## src/rtl/fifo_wr_arbiter_pkg.sv

```systemverilog
// ----------------------------------------------------------------------------
// fifo_arb_pkg
// Shared types and FIFO word-layout helpers for fifo_wr_arbiter and for the
// consumers that read its words back out of the FIFO.
// Word layout, MSB to LSB: {id[ID_W-1:0], last, payload[PAYLOAD_W-1:0]}.
// The helpers work on ARB_MAX_W-bit containers so one function serves any
// FIFO width up to ARB_MAX_W; callers slice the low FIFO_DWIDTH bits.
// ----------------------------------------------------------------------------
package fifo_arb_pkg;

    typedef enum logic {
        IDLE   = 1'b0,
        LOCKED = 1'b1
    } arb_state_e;

    localparam int unsigned ARB_MAX_W = 256;

    // Bit position of the last flag; also the payload width.
    function automatic int unsigned last_pos(input int unsigned dwidth,
                                             input int unsigned id_w);
        return dwidth - id_w - 1;
    endfunction

    // LSB position of the source id field.
    function automatic int unsigned id_lsb(input int unsigned dwidth,
                                           input int unsigned id_w);
        return dwidth - id_w;
    endfunction

    function automatic logic [ARB_MAX_W-1:0] pack_word(
        input logic [ARB_MAX_W-1:0] id,
        input logic                 last,
        input logic [ARB_MAX_W-1:0] payload,
        input int unsigned          dwidth,
        input int unsigned          id_w
    );
        logic [ARB_MAX_W-1:0] one;
        logic [ARB_MAX_W-1:0] pl_mask;
        logic [ARB_MAX_W-1:0] id_mask;
        one     = ARB_MAX_W'(1);
        pl_mask = (one << last_pos(dwidth, id_w)) - one;
        id_mask = (one << id_w) - one;
        return ((id & id_mask) << id_lsb(dwidth, id_w))
             | (ARB_MAX_W'(last) << last_pos(dwidth, id_w))
             | (payload & pl_mask);
    endfunction

    function automatic void unpack_word(
        input  logic [ARB_MAX_W-1:0] word,
        input  int unsigned          dwidth,
        input  int unsigned          id_w,
        output logic [ARB_MAX_W-1:0] id,
        output logic                 last,
        output logic [ARB_MAX_W-1:0] payload
    );
        logic [ARB_MAX_W-1:0] one;
        one     = ARB_MAX_W'(1);
        id      = (word >> id_lsb(dwidth, id_w)) & ((one << id_w) - one);
        last    = word[last_pos(dwidth, id_w)];
        payload = word & ((one << last_pos(dwidth, id_w)) - one);
    endfunction

endpackage

```

## src/rtl/fifo_wr_arbiter_rr_pick.sv

```systemverilog
// ----------------------------------------------------------------------------
// rr_pick
// Combinational round-robin picker: grants the first set bit of req found
// by searching cyclically from ptr+1. No request -> gnt = 0, idx = 0.
// Ports:
//   req  in  N     request vector
//   ptr  in  IW    index of the previous winner
//   gnt  out N     one-hot grant
//   idx  out IW    index of the granted bit
// ----------------------------------------------------------------------------
module rr_pick #(
    parameter int N = 4
) (
    input  logic [N-1:0]                       req,
    input  logic [((N > 1) ? $clog2(N) : 1)-1:0] ptr,
    output logic [N-1:0]                       gnt,
    output logic [((N > 1) ? $clog2(N) : 1)-1:0] idx
);
    localparam int IW = (N > 1) ? $clog2(N) : 1;

    logic        found;
    int unsigned c;

    always_comb begin
        gnt   = '0;
        idx   = '0;
        found = 1'b0;
        c     = 0;
        // k = N wraps back to ptr itself, so it has lowest priority.
        for (int unsigned k = 1; k <= N; k++) begin
            c = (32'(ptr) + k) % 32'(N);
            if (!found && req[c]) begin
                found  = 1'b1;
                gnt[c] = 1'b1;
                idx    = IW'(c);
            end
        end
    end

endmodule

```

## src/rtl/fifo_wr_arbiter.sv

```systemverilog
// ----------------------------------------------------------------------------
// fifo_wr_arbiter
// Round-robin, packet-aware arbiter sharing one sync_fifo write port among
// NUM_SRC producers. Each accepted beat is written one cycle later as
// {src_id, last, payload}; multi-beat packets are kept contiguous.
// Ports:
//   clk, rst    clock / async active-high reset
//   src_valid   per-source beat valid
//   src_last    per-source last-beat flag
//   src_data    packed per-source payloads (source i at [i*PAYLOAD_W +: ..])
//   src_ready   per-source accept (combinational)
//   fifo_wr_en  registered FIFO write strobe
//   fifo_wdata  registered FIFO write word
//   fifo_full   FIFO full flag
//   fifo_numel  FIFO occupancy
//   grant_id    most recently granted source
//   locked      mid-packet lock active
//   pkt_count   accepted last beats, wraps
// ----------------------------------------------------------------------------
module fifo_wr_arbiter
    import fifo_arb_pkg::*;
#(
    parameter int NUM_SRC     = 4,
    parameter int FIFO_DWIDTH = 64,
    parameter int FIFO_DEPTH  = 16
) (
    input  logic                                         clk,
    input  logic                                         rst,
    input  logic [NUM_SRC-1:0]                           src_valid,
    input  logic [NUM_SRC-1:0]                           src_last,
    input  logic [NUM_SRC*(FIFO_DWIDTH-$clog2(NUM_SRC)-1)-1:0] src_data,
    output logic [NUM_SRC-1:0]                           src_ready,
    output logic                                         fifo_wr_en,
    output logic [FIFO_DWIDTH-1:0]                       fifo_wdata,
    input  logic                                         fifo_full,
    input  logic [$clog2(FIFO_DEPTH):0]                  fifo_numel,
    output logic [$clog2(NUM_SRC)-1:0]                   grant_id,
    output logic                                         locked,
    output logic [15:0]                                  pkt_count
);
    localparam int ID_W      = $clog2(NUM_SRC);
    localparam int PAYLOAD_W = FIFO_DWIDTH - ID_W - 1;
    localparam int NUMEL_W   = $clog2(FIFO_DEPTH) + 1;

    arb_state_e             state_q, state_d;
    logic [ID_W-1:0]        rr_ptr_q, rr_ptr_d;
    logic [ID_W-1:0]        lock_id_q, lock_id_d;
    logic                   fifo_wr_en_q, fifo_wr_en_d;
    logic [FIFO_DWIDTH-1:0] fifo_wdata_q, fifo_wdata_d;
    logic [ID_W-1:0]        grant_id_q, grant_id_d;
    logic [15:0]            pkt_count_q, pkt_count_d;

    logic [NUM_SRC-1:0]     pick_gnt;
    logic [ID_W-1:0]        pick_idx;
    logic [ID_W-1:0]        sel_id;
    logic [PAYLOAD_W-1:0]   sel_payload;
    logic [ARB_MAX_W-1:0]   word_full;
    logic [NUMEL_W:0]       occ;
    logic                   can_write;
    logic                   accept;

    rr_pick #(.N(NUM_SRC)) u_pick (
        .req (src_valid),
        .ptr (rr_ptr_q),
        .gnt (pick_gnt),
        .idx (pick_idx)
    );

    // The registered write still in flight counts as occupied space.
    always_comb begin
        occ       = {1'b0, fifo_numel} + {{NUMEL_W{1'b0}}, fifo_wr_en_q};
        can_write = !fifo_full && (occ < (NUMEL_W+1)'(FIFO_DEPTH));
    end

    always_comb begin
        state_d      = state_q;
        rr_ptr_d     = rr_ptr_q;
        lock_id_d    = lock_id_q;
        fifo_wr_en_d = 1'b0;
        fifo_wdata_d = fifo_wdata_q;
        grant_id_d   = grant_id_q;
        pkt_count_d  = pkt_count_q;
        src_ready    = '0;

        sel_id      = (state_q == LOCKED) ? lock_id_q : pick_idx;
        sel_payload = src_data[32'(sel_id)*PAYLOAD_W +: PAYLOAD_W];
        word_full   = pack_word(ARB_MAX_W'(sel_id), src_last[sel_id],
                                ARB_MAX_W'(sel_payload), FIFO_DWIDTH, ID_W);

        if (!rst && can_write) begin
            if (state_q == LOCKED) src_ready[lock_id_q] = 1'b1;
            else                   src_ready            = pick_gnt;
        end
        accept = |(src_valid & src_ready);

        if (accept) begin
            fifo_wr_en_d = 1'b1;
            fifo_wdata_d = word_full[FIFO_DWIDTH-1:0];
            grant_id_d   = sel_id;
            if (src_last[sel_id]) begin
                state_d     = IDLE;
                rr_ptr_d    = sel_id;
                pkt_count_d = pkt_count_q + 16'd1;
            end else begin
                state_d   = LOCKED;
                lock_id_d = sel_id;
            end
        end
    end

    always_ff @(posedge clk or posedge rst) begin
        if (rst) begin
            state_q      <= IDLE;
            rr_ptr_q     <= ID_W'(NUM_SRC - 1);
            lock_id_q    <= '0;
            fifo_wr_en_q <= 1'b0;
            fifo_wdata_q <= '0;
            grant_id_q   <= '0;
            pkt_count_q  <= '0;
        end else begin
            state_q      <= state_d;
            rr_ptr_q     <= rr_ptr_d;
            lock_id_q    <= lock_id_d;
            fifo_wr_en_q <= fifo_wr_en_d;
            fifo_wdata_q <= fifo_wdata_d;
            grant_id_q   <= grant_id_d;
            pkt_count_q  <= pkt_count_d;
        end
    end

    assign fifo_wr_en = fifo_wr_en_q;
    assign fifo_wdata = fifo_wdata_q;
    assign grant_id   = grant_id_q;
    assign locked     = (state_q == LOCKED);
    assign pkt_count  = pkt_count_q;

endmodule

```

## config.mk

```make
export PLATFORM = sky130hd
export DESIGN_NAME = fifo_wr_arbiter
export DESIGN_NICKNAME = d
export VERILOG_FILES = /design/src/rtl/fifo_wr_arbiter_pkg.sv /design/src/rtl/fifo_wr_arbiter_rr_pick.sv /design/src/rtl/fifo_wr_arbiter.sv
export SDC_FILE = /design/constraint.sdc
export NUM_CORES = 1
export LEC_CHECK = 0
export ABC_AREA = 1
export BUFFER_PORTS_ARGS = -buffer_cell sky130_fd_sc_hd__buf_2
export CAP_MARGIN = 25
export CORE_AREA = 2 2 137 139
export DETAILED_ROUTE_END_ITERATION = 8
export DIE_AREA = 0 0 139 141
export GPL_ROUTABILITY_DRIVEN = 1
export PLACE_DENSITY = 0.7
export SLEW_MARGIN = 20
export SYNTH_ARGS = -nofsm -noshare
export SYNTH_HDL_FRONTEND = slang
export SYNTH_SLANG_ARGS = --single-unit
```

## constraint.sdc

```tcl
create_clock -name clk -period 4.47 [get_ports clk]
set_input_delay 0.894 -clock clk [delete_from_list [all_inputs] [get_ports clk]]
set_output_delay 0.894 -clock clk [all_outputs]
set_load 0.02 [all_outputs]
```

==> impl_metrics.yaml, run 1 <==
outcome:
  status: "complete, no violations"
worst_setup_path:
  crit_family: "simple AND/OR/NAND/NOR gates"
  worstSetupStartpointType: "flip-flop"
  path_max_fanout: 9
  cp_slowest_cell: "dfstp_2"
  rrSetupSlack_ns: 1.10
  r2r_start: "rr_ptr_q[1]$_DFFE_PP1P_"
  crit_type: "flip-flop to output pin"
  required_ns: 3.58
  setup.worst_path.end_class: "output pin"
  path_depth: 12
  crit_buf_inv: 3
  reg2reg_depth: 17
  crit_start: "rr_ptr_q[1]$_DFFE_PP1P_"
  critical-path-max-stage-delay_ns: 0.61
  path_cells: "inv_1 > ha_1 > inv_1 > nand3_1 > nand2_4 > nor2_1 > nand2_1 > nand3_1 > nor2_1 > o21ai_1 > and2_1 > buf_2"
  critPathArrivalTime_ns: 2.75
logic_synthesis:
  syn_inst: 1094
  synth_area_um2: 6603
  synth_nets: 1363
  synth_cell_types: 27
  synth_top_cell_area_share_pct: 33.83
  synthFlopType: "dfrtp_1"
  ys.warnings.count: 0
  ys_async_sr_fraction_pct: 100.0
  yosysMostFrequentCell: "nand2_1"
  synth_commonest_cells: "nand2_1, nand3_1, dfrtp_1"
  seq_area_frac_synth_pct: 32.63
  avgSynthCellArea_um2: 6.035
  synth_seq_cells: 86
  ys_top_cells_by_area: "nand2_1, dfrtp_1, nand3_1, buf_2, ha_1"
  yosysTopAreaCell: "nand2_1"
  synth-edff-count: 0
sta:
  worst_slew_pin_slew_ns: 0.8061
  clock_skew_ns: 0.004947
  min_period_ns: 3.646
  slew_headroom_pct: 46.26
  fmax_mhz: 274.3
  maxSlewViolCount: 0
  rsz0062_at_grt: "no"
  fin_crit_sh_pct: 81.57
  tns_ns: 0
  setup_viol: 0
  hold_viol_final: 0
flow_run:
  drv_cap: 0
clock_tree:
  cts_tree: "done"
  clkLatencyLatePin_ns: 0.34
  clkTransAtPathRegs_ns: 0.06
  clockBufferDepth: 2
  ctsHoldBuffers: 0
  cts_made_buffers: 9
  post_cts_resized: 0
  cts_sinks: 86
  cts_setup_buffers: 0
  cts-root-buf: "clkbuf_16"
  cts.htree.levels: 3
die:
  num_rows: 50
  start_util_pct: 36.14
  die_w_um: 139
  io_pins: 348
  dieArea_um2: 19600
  core_area_um2: 18270
  die_height_um: 141
power:
  leakage_nw: 5.298
  powerDensity_nw_per_um2: 814.9
  power_w: 0.007093
  irDropWorstVdd_uv: 971.4
placed_design:
  place_congestion: 0.8500
  dp_hpwl_um: 16990
  io_buffers: 347
routing:
  antenna_left: 0
  detail_route.wl_per_cell_um: 14.16
  routed_wirelength_um: 23100
  avgViaCountPerCell: 4.909
  vias: 8006
  drt_iter0_drc: 436
  dr.pass1.iters: 4
  drc: 0
global_routing:
  grt_max_degree: 120
  grt_usage_pct: 23.29
  grt_pass1_wl_um: 37430
  grt-ovfl-total: 0
  antenna_found_initial: 3
  grt_pass1_vias: 7445
min_path:
  hp-class: "flip-flop to flip-flop"
  hold_path_depth: 2
  worstHoldStart: "fifo_wdata[59]$_DFFE_PP0P_"
finish:
  drive_above_1_share_pct: 28.34
  area_growth_syn_to_layout_pct: 31.84
  nNetsFinal: 1658
[worst register-to-register path: cells and delay by family, from the launching register on]
family | cells | cell delay [ns]
and+or+nand+nor | 13 | 1.93
DFF | 1 | 0.61
adders and majority gates | 1 | 0.39
buffers and inverters | 3 | 0.33
[kinds of logic after synthesis]
family / count (synthesis) / synth area share [%]
buffers and inverters: 103 / 7.447
AOI/OAI and AO/OA: 10 / 0.8148
and+or+nand+nor: 872 / 55.54
DFF: 86 / 32.63
xor gates and xnor gates: 14 / 1.857
adders and majority gates: 9 / 1.706
[layout make-up]
type	count	area (µm²)
tap	234	292.8
sequential	86	2155
multi-input combinational	905	3974
inverter	30	116.4
clock buffer	10	239.0
antenna	3	7.507
fill	1966	9563
clock inverter	6	46.29
timing repair buffer	357	1874
[registers in the layout (all words and copies together) (netlist names)]
name	count
fifo_wdata	64
fifo_wr_en	1
lock_id_q	2
locked	1
pkt_count	16
rr_ptr_q	2
[metal layers]
metal  vias to the layer above  routed length [µm]  track usage, %
met3                        32                1539           5.673
li1                       4055                   -               -
met4                         2                 459           5.954
met1                      3636                9982           30.05
met5                         -                  13               0
met2                       281               11110           39.36
[power by group]
group	switching [W]	internal, W	total (W)	leakage, nW
Sequential	0.000197	0.00107	0.00127	1.11
Clock	0.000325	0.000395	0.000720	0.135
Combinational	0.00355	0.00156	0.00510	4.06
Total	0.00407	0.00302	0.00709	5.30
[final timing paths]
kind                                              end
setup / recovery                         src_ready[2]
hold / removal             fifo_wdata[59]$_DFFE_PP0P_
setup reg to reg             pkt_count[7]$_DFFE_PP0P_
hold reg to reg            fifo_wdata[59]$_DFFE_PP0P_
max in group asynchronous   fifo_wdata[4]$_DFFE_PP0P_
min in group asynchronous    pkt_count[9]$_DFFE_PP0P_
[stage by stage]
stage          utilization, %  hold slack [ns]  setup slack (ns)  instances  area, µm²
2_1_floorplan               -           0.4892            0.6245       1094       6606
3_3_place_gp            46.05           0.4583             1.077       1612       8412
3_5_place_dp            46.05           0.4600             1.087       1612       8412
6_report                47.65           0.4744            0.8238       1631       8705
4_1_cts                 47.61           0.4771            0.8168       1628       8697
5_1_grt                 47.64           0.4934            0.6025       1630       8702
[layout by cell type, fill, tap and decap left out, drive strengths merged]
master	n
and2	1
nand4	8
a21oi	2
clkbuf	10
dfrtp	84
clkinv	3
diode	3
a31oi	1
buf	357
ha	9
xor2	6
clkinvlp	3
nor2	25
nor4	1
inv	30
nand3	230
o211ai	1
nand2	603
nor3	4
xnor2	8
o21ai	6
dfstp	2
Note: power is estimated with default switching activity, not from simulation.
==> inputs of run 2 (changes only) <==
CORE_AREA = 2 2 134 136   (was 2 2 137 139)
DIE_AREA = 0 0 136 138   (was 0 0 139 141)
clock period = 3.4 ns   (was 4.47 ns; I/O delays follow)
==> impl_metrics.yaml, run 2 (synthesis results as in run 1) <==
clock_tree:
  cts-root-buf: "clkbuf_16"
  cts_made_buffers: 9
  cts_sinks: 86
  clkTransAtPathRegs_ns: 0.07
  cts.htree.levels: 3
  ctsHoldBuffers: 0
  clkLatencyLatePin_ns: 0.35
  clockBufferDepth: 2
  cts_tree: "done"
placed_design:
  dp.cells: 1616
  dp_hpwl_um: 17950
  dp_slack_ns: 0.2876
  place_congestion: 0.8693
  io_buffers: 347
global_routing:
  grt-ovfl-total: 0
  grt_usage_pct: 25.31
  grt_pass1_wl_um: 38010
  antenna_found_initial: 3
  grt_pass1_vias: 7458
  grt_max_degree: 75
worst_setup_path:
  critical-path-max-stage-delay_ns: 0.59
  crit_family: "simple AND/OR/NAND/NOR gates"
  cp_slowest_cell: "dfstp_2"
  path_cells: "inv_2 > ha_4 > inv_1 > nand3_1 > nand2_4 > nor2_1 > nand2_1 > nand3_1 > nor2_1 > o21ai_1 > and2_1 > buf_2"
  worstSetupStartpointType: "flip-flop"
  setup.worst_path.end_class: "output pin"
  path_max_fanout: 9
  required_ns: 2.72
  critPathArrivalTime_ns: 2.57
  crit_type: "flip-flop to output pin"
  crit_buf_inv: 3
power:
  irDropWorstVdd_uv: 839.2
  leakage_nw: 5.360
  powerDensity_nw_per_um2: 1091
finish:
  nNetsFinal: 1669
  final_util_pct: 50.24
  layout_common_cells: "nand2_1, buf_2, nand3_1"
  area_growth_syn_to_layout_pct: 33.43
  fill_cells: 1892
  drive_above_1_share_pct: 29.01
  largest_reg_flops: 64
  layout_commonest_cell: "nand2_1"
  stdcell_count: 1634
routing:
  drt_iter0_drc: 433
  antenna_left: 0
  avgViaCountPerCell: 4.946
  dr.pass1.iters: 5
  drc: 0
  detail_route.wl_per_cell_um: 14.80
  routed_wirelength_um: 24180
  vias: 8082
sta:
  min_period_ns: 3.246
  rsz0062_at_grt: "no"
  maxSlewViolCount: 0
  fin_crit_sh_pct: 95.47
  worst_slack_ns: 0.1539
  fmax_mhz: 308.1
  slew_headroom_pct: 49.07
  setup_viol: 0
  worst_slew_pin_slew_ns: 0.7640
  hold_viol_final: 0
  clock_skew_ns: 0.006688
  whs_ns: 0.4756
  tns_ns: 0
die:
  die_height_um: 138
  die_w_um: 136
  dieArea_um2: 18770
  core_area_um2: 17530
  io_pins: 348
  start_util_pct: 37.66
  num_rows: 49
outcome:
  status: "complete, no violations"
min_path:
  hp-class: "flip-flop to flip-flop"
flow_run:
  drv_cap: 0
## run 2: timing repair
action                                  in CTS  in global routing
setup buffers                                1                  1
gates resized for setup                      1                  2
endpoints found under the setup margin       4                  9
## run 2: layout make-up
class | count | area (µm²) | area share, %
antenna | 2 | 5.005 | 0.05681
timing repair buffer | 368 | 1944 | 22.07
tap | 229 | 286.5 | 3.252
clock buffer | 10 | 239.0 | 2.713
clock inverter | 4 | 72.57 | 0.8237
multi-input combinational | 905 | 3991 | 45.31
sequential | 86 | 2155 | 24.46
inverter | 30 | 116.4 | 1.321
## run 2: worst register-to-register path, cell delays in order (launching register included)
cell and delay [ns]:
dfstp_2 0.59, inv_2 0.11, ha_4 0.31, inv_1 0.05, nand3_1 0.13, nand2_4 0.13
nor2_1 0.23, nand2_1 0.08, nand2_1 0.06, nor2_1 0.05, nand3_1 0.15, nand4_1 0.11
nand2_1 0.15, inv_1 0.09, nand2_4 0.14, buf_4 0.32, nand3_1 0.13, nand2_1 0.08
## run 2: power breakdown
group	total [W]	leakage (nW)	internal (W)	switching, W
clock network	0.00108	0.150	0.000655	0.000423
registers	0.00167	1.11	0.00141	0.000256
logic	0.00687	4.10	0.00214	0.00472
## run 2: routing by layer
| layer | GRT usage [%] | up-vias | routed length (µm) |
|---|---|---|---|
| met5 | 0 | - | 11 |
| met4 | 8.553 | 2 | 601 |
| met3 | 4.987 | 41 | 1573 |
| met2 | 41.07 | 304 | 11390 |
| met1 | 33.61 | 3659 | 10600 |
| li1 | - | 4076 | - |
## run 2: path summary, 6_finish.rpt
kind,from,endpoint,slack [ns],cells after the start
max,rr_ptr_q[1]$_DFFE_PP1P_,src_ready[2],0.15,12
min,fifo_wdata[46]$_DFFE_PP0P_,fifo_wdata[46]$_DFFE_PP0P_,0.48,2
max reg2reg,rr_ptr_q[1]$_DFFE_PP1P_,fifo_wdata[56]$_DFFE_PP0P_,0.45,17
min reg2reg,fifo_wdata[46]$_DFFE_PP0P_,fifo_wdata[46]$_DFFE_PP0P_,0.48,2
max in group asynchronous,rst,fifo_wdata[38]$_DFFE_PP0P_,1.82,4
min in group asynchronous,rst,pkt_count[0]$_DFFE_PP0P_,0.51,3
## run 2: per-stage QoR
step	cell area [µm²]	power, W
5_1_grt	8810	0.01059
6_report	8810	0.009612
4_1_cts	8780	0.009613
3_3_place_gp	8461	0.008468
2_1_floorplan	6606	0.006725
3_5_place_dp	8461	0.008488
==> inputs of run 3 (changes only) <==
CORE_AREA = 2 2 137 139   (was 2 2 134 136)
CTS_BUF_LIST = sky130_fd_sc_hd__clkbuf_4   (was default)
DIE_AREA = 0 0 139 141   (was 0 0 136 138)
PLACE_DENSITY = 0.67   (was 0.7)
==> impl_metrics.yaml, run 3 (synthesis results as in run 1) <==
outcome:
  status: "complete, no violations"
worst_setup_path:
  critPathArrivalTime_ns: 2.56
  cpMostUsedCell: "nor2_1"
  path_max_fanout: 9
  cp_slowest_cell: "dfstp_2"
  crit_buf_inv: 4
  worstSetupStartpointType: "flip-flop"
  crit_family: "simple AND/OR/NAND/NOR gates"
  setup.worst_path.end_class: "output pin"
  critical-path-max-stage-delay_ns: 0.57
  required_ns: 2.72
  crit_type: "flip-flop to output pin"
  path_cells: "inv_2 > ha_4 > inv_1 > nand3_2 > nand2_4 > inv_2 > nand3_2 > nor2_1 > nor2_1 > nand3_1 > nand2_1 > nor2_1 > buf_2"
finish:
  nNetsFinal: 1670
  area_growth_syn_to_layout_pct: 31.40
  layout_commonest_cell: "nand2_1"
  largest_reg_flops: 64
  layout_common_cells: "nand2_1, buf_2, nand3_1"
  drive_above_1_share_pct: 29.45
  stdcell_area_um2: 8676
global_routing:
  met3_usage_pct: 5.944
  use_met2_pct: 41.51
  grt_busiest_layer: "met2"
  grt_pass1_wl_um: 38700
  grt_pass1_vias: 7601
  grt_max_degree: 89
  grt-ovfl-total: 0
  grt_usage_pct: 24.29
  globalRouteMet1Util_pct: 30.56
  antenna_found_initial: 4
clock_tree:
  clkLatencyLatePin_ns: 0.46
  cts-root-buf: "clkbuf_4"
  clockBufferDepth: 2
  clkTransAtPathRegs_ns: 0.15
  cts_made_buffers: 9
  cts_tree: "done"
  cts_sinks: 86
  cts.htree.levels: 3
  ctsHoldBuffers: 0
die:
  core_area_um2: 18270
  die_w_um: 139
  start_util_pct: 36.14
  io_pins: 348
  num_rows: 50
  dieArea_um2: 19600
  die_height_um: 141
power:
  p_clk_share_pct: 5.9
  leakage_nw: 5.288
  internal-power_w: 0.003730
  p_seq_share_pct: 18.2
  irDropWorstVdd_uv: 711.2
  netSwitchingPower_w: 0.005385
  p_comb_share_pct: 75.9
  powerDensity_nw_per_um2: 1051
  swShare_pct: 59.08
sta:
  hold_viol_final: 0
  worst_slew_pin_slew_ns: 0.7883
  min_period_ns: 3.241
  tns_ns: 0
  slew_headroom_pct: 47.44
  maxSlewViolCount: 0
  fmax_mhz: 308.6
  clock_skew_ns: 0.02024
  fin_crit_sh_pct: 95.32
  setup_viol: 0
routing:
  detail_route.wl_per_cell_um: 14.78
  dr.pass1.iters: 5
  routed_wirelength_um: 24300
  drc: 0
  vias: 8083
  drt_iter0_drc: 494
  avgViaCountPerCell: 4.917
  antenna_left: 0
placed_design:
  dp_hpwl_um: 17850
  place_area_um2: 8492
  io_buffers: 347
  place_congestion: 0.8572
min_path:
  hp-class: "primary input to async pin"
flow_run:
  drv_cap: 0
## run 3: changes by cell type in the layout (fill, tap and decap cells not counted), sizes merged
cell      delta
bufinv       -2
clkinv       +2
clkinvlp     +2
diode        +2
clkbuf       -1
inv          +1
nand2        +1
## run 3: layer usage
layer	routed length, µm	up-vias
met2	11690	290
li1	-	4083
met3	1672	40
met1	10330	3670
met5	0	-
met4	611	0
## run 3: final cells by class
class | instances | area (µm²)
fill | 1998 | 9592
multi-input combinational | 906 | 4014
sequential | 86 | 2155
timing repair buffer | 368 | 1969
tap | 234 | 292.8
inverter | 30 | 120.1
clock buffer | 9 | 67.56
clock inverter | 7 | 47.55
antenna | 4 | 10.01
## run 3: worst min-delay path, stage by stage
cell and delay (ns):
buf_2 0.11, clkinvlp_4 0.08, buf_4 0.35
## run 3: worst paths after layout
kind	endpoint	slack, ns	startpoint	cells after the start
max	src_ready[3]	0.16	rr_ptr_q[0]$_DFFE_PP1P_	13
min	fifo_wdata[40]$_DFFE_PP0P_	0.36	rst	3
max reg2reg	fifo_wdata[52]$_DFFE_PP0P_	0.53	rr_ptr_q[1]$_DFFE_PP1P_	17
min reg2reg	fifo_wdata[52]$_DFFE_PP0P_	0.49	fifo_wdata[52]$_DFFE_PP0P_	2
max in group asynchronous	pkt_count[9]$_DFFE_PP0P_	1.92	rst	4
min in group clk	fifo_wdata[52]$_DFFE_PP0P_	0.49	fifo_wdata[52]$_DFFE_PP0P_	2
## run 3: metrics by stage
stage | power [W] | util [%] | setup slack [ns] | instances | hold slack (ns)
floorplan | 0.006725 | - | 0.01783 | 1094 | 0.4892
global placement | 0.008542 | 46.49 | 0.3277 | 1621 | 0.4585
detailed placement | 0.008531 | 46.49 | 0.3175 | 1621 | 0.4612
CTS | 0.009149 | 47.30 | 0.04870 | 1639 | 0.3271
global route | 0.01013 | 47.48 | -0.02707 | 1643 | 0.3395
finish | 0.009115 | 47.49 | 0.1591 | 1644 | 0.3582
## run 3: power groups by stage
stage	clock network [W]	registers [W]	logic (W)
floorplan	0	0.00208	0.00465
global placement	0	0.00167	0.00687
detailed placement	0	0.00167	0.00686
CTS	0.000574	0.00166	0.00692
global route	0.000606	0.00171	0.00781
finish	0.000540	0.00166	0.00691
## run 3: what timing repair did
action	4_1_cts	5_1_grt
gates resized for setup	3	5
cloned	0	1
endpoints found under the hold margin	0	0
pin swaps	0	2
buffers inserted	2	0
setup endpoints to repair	4	4
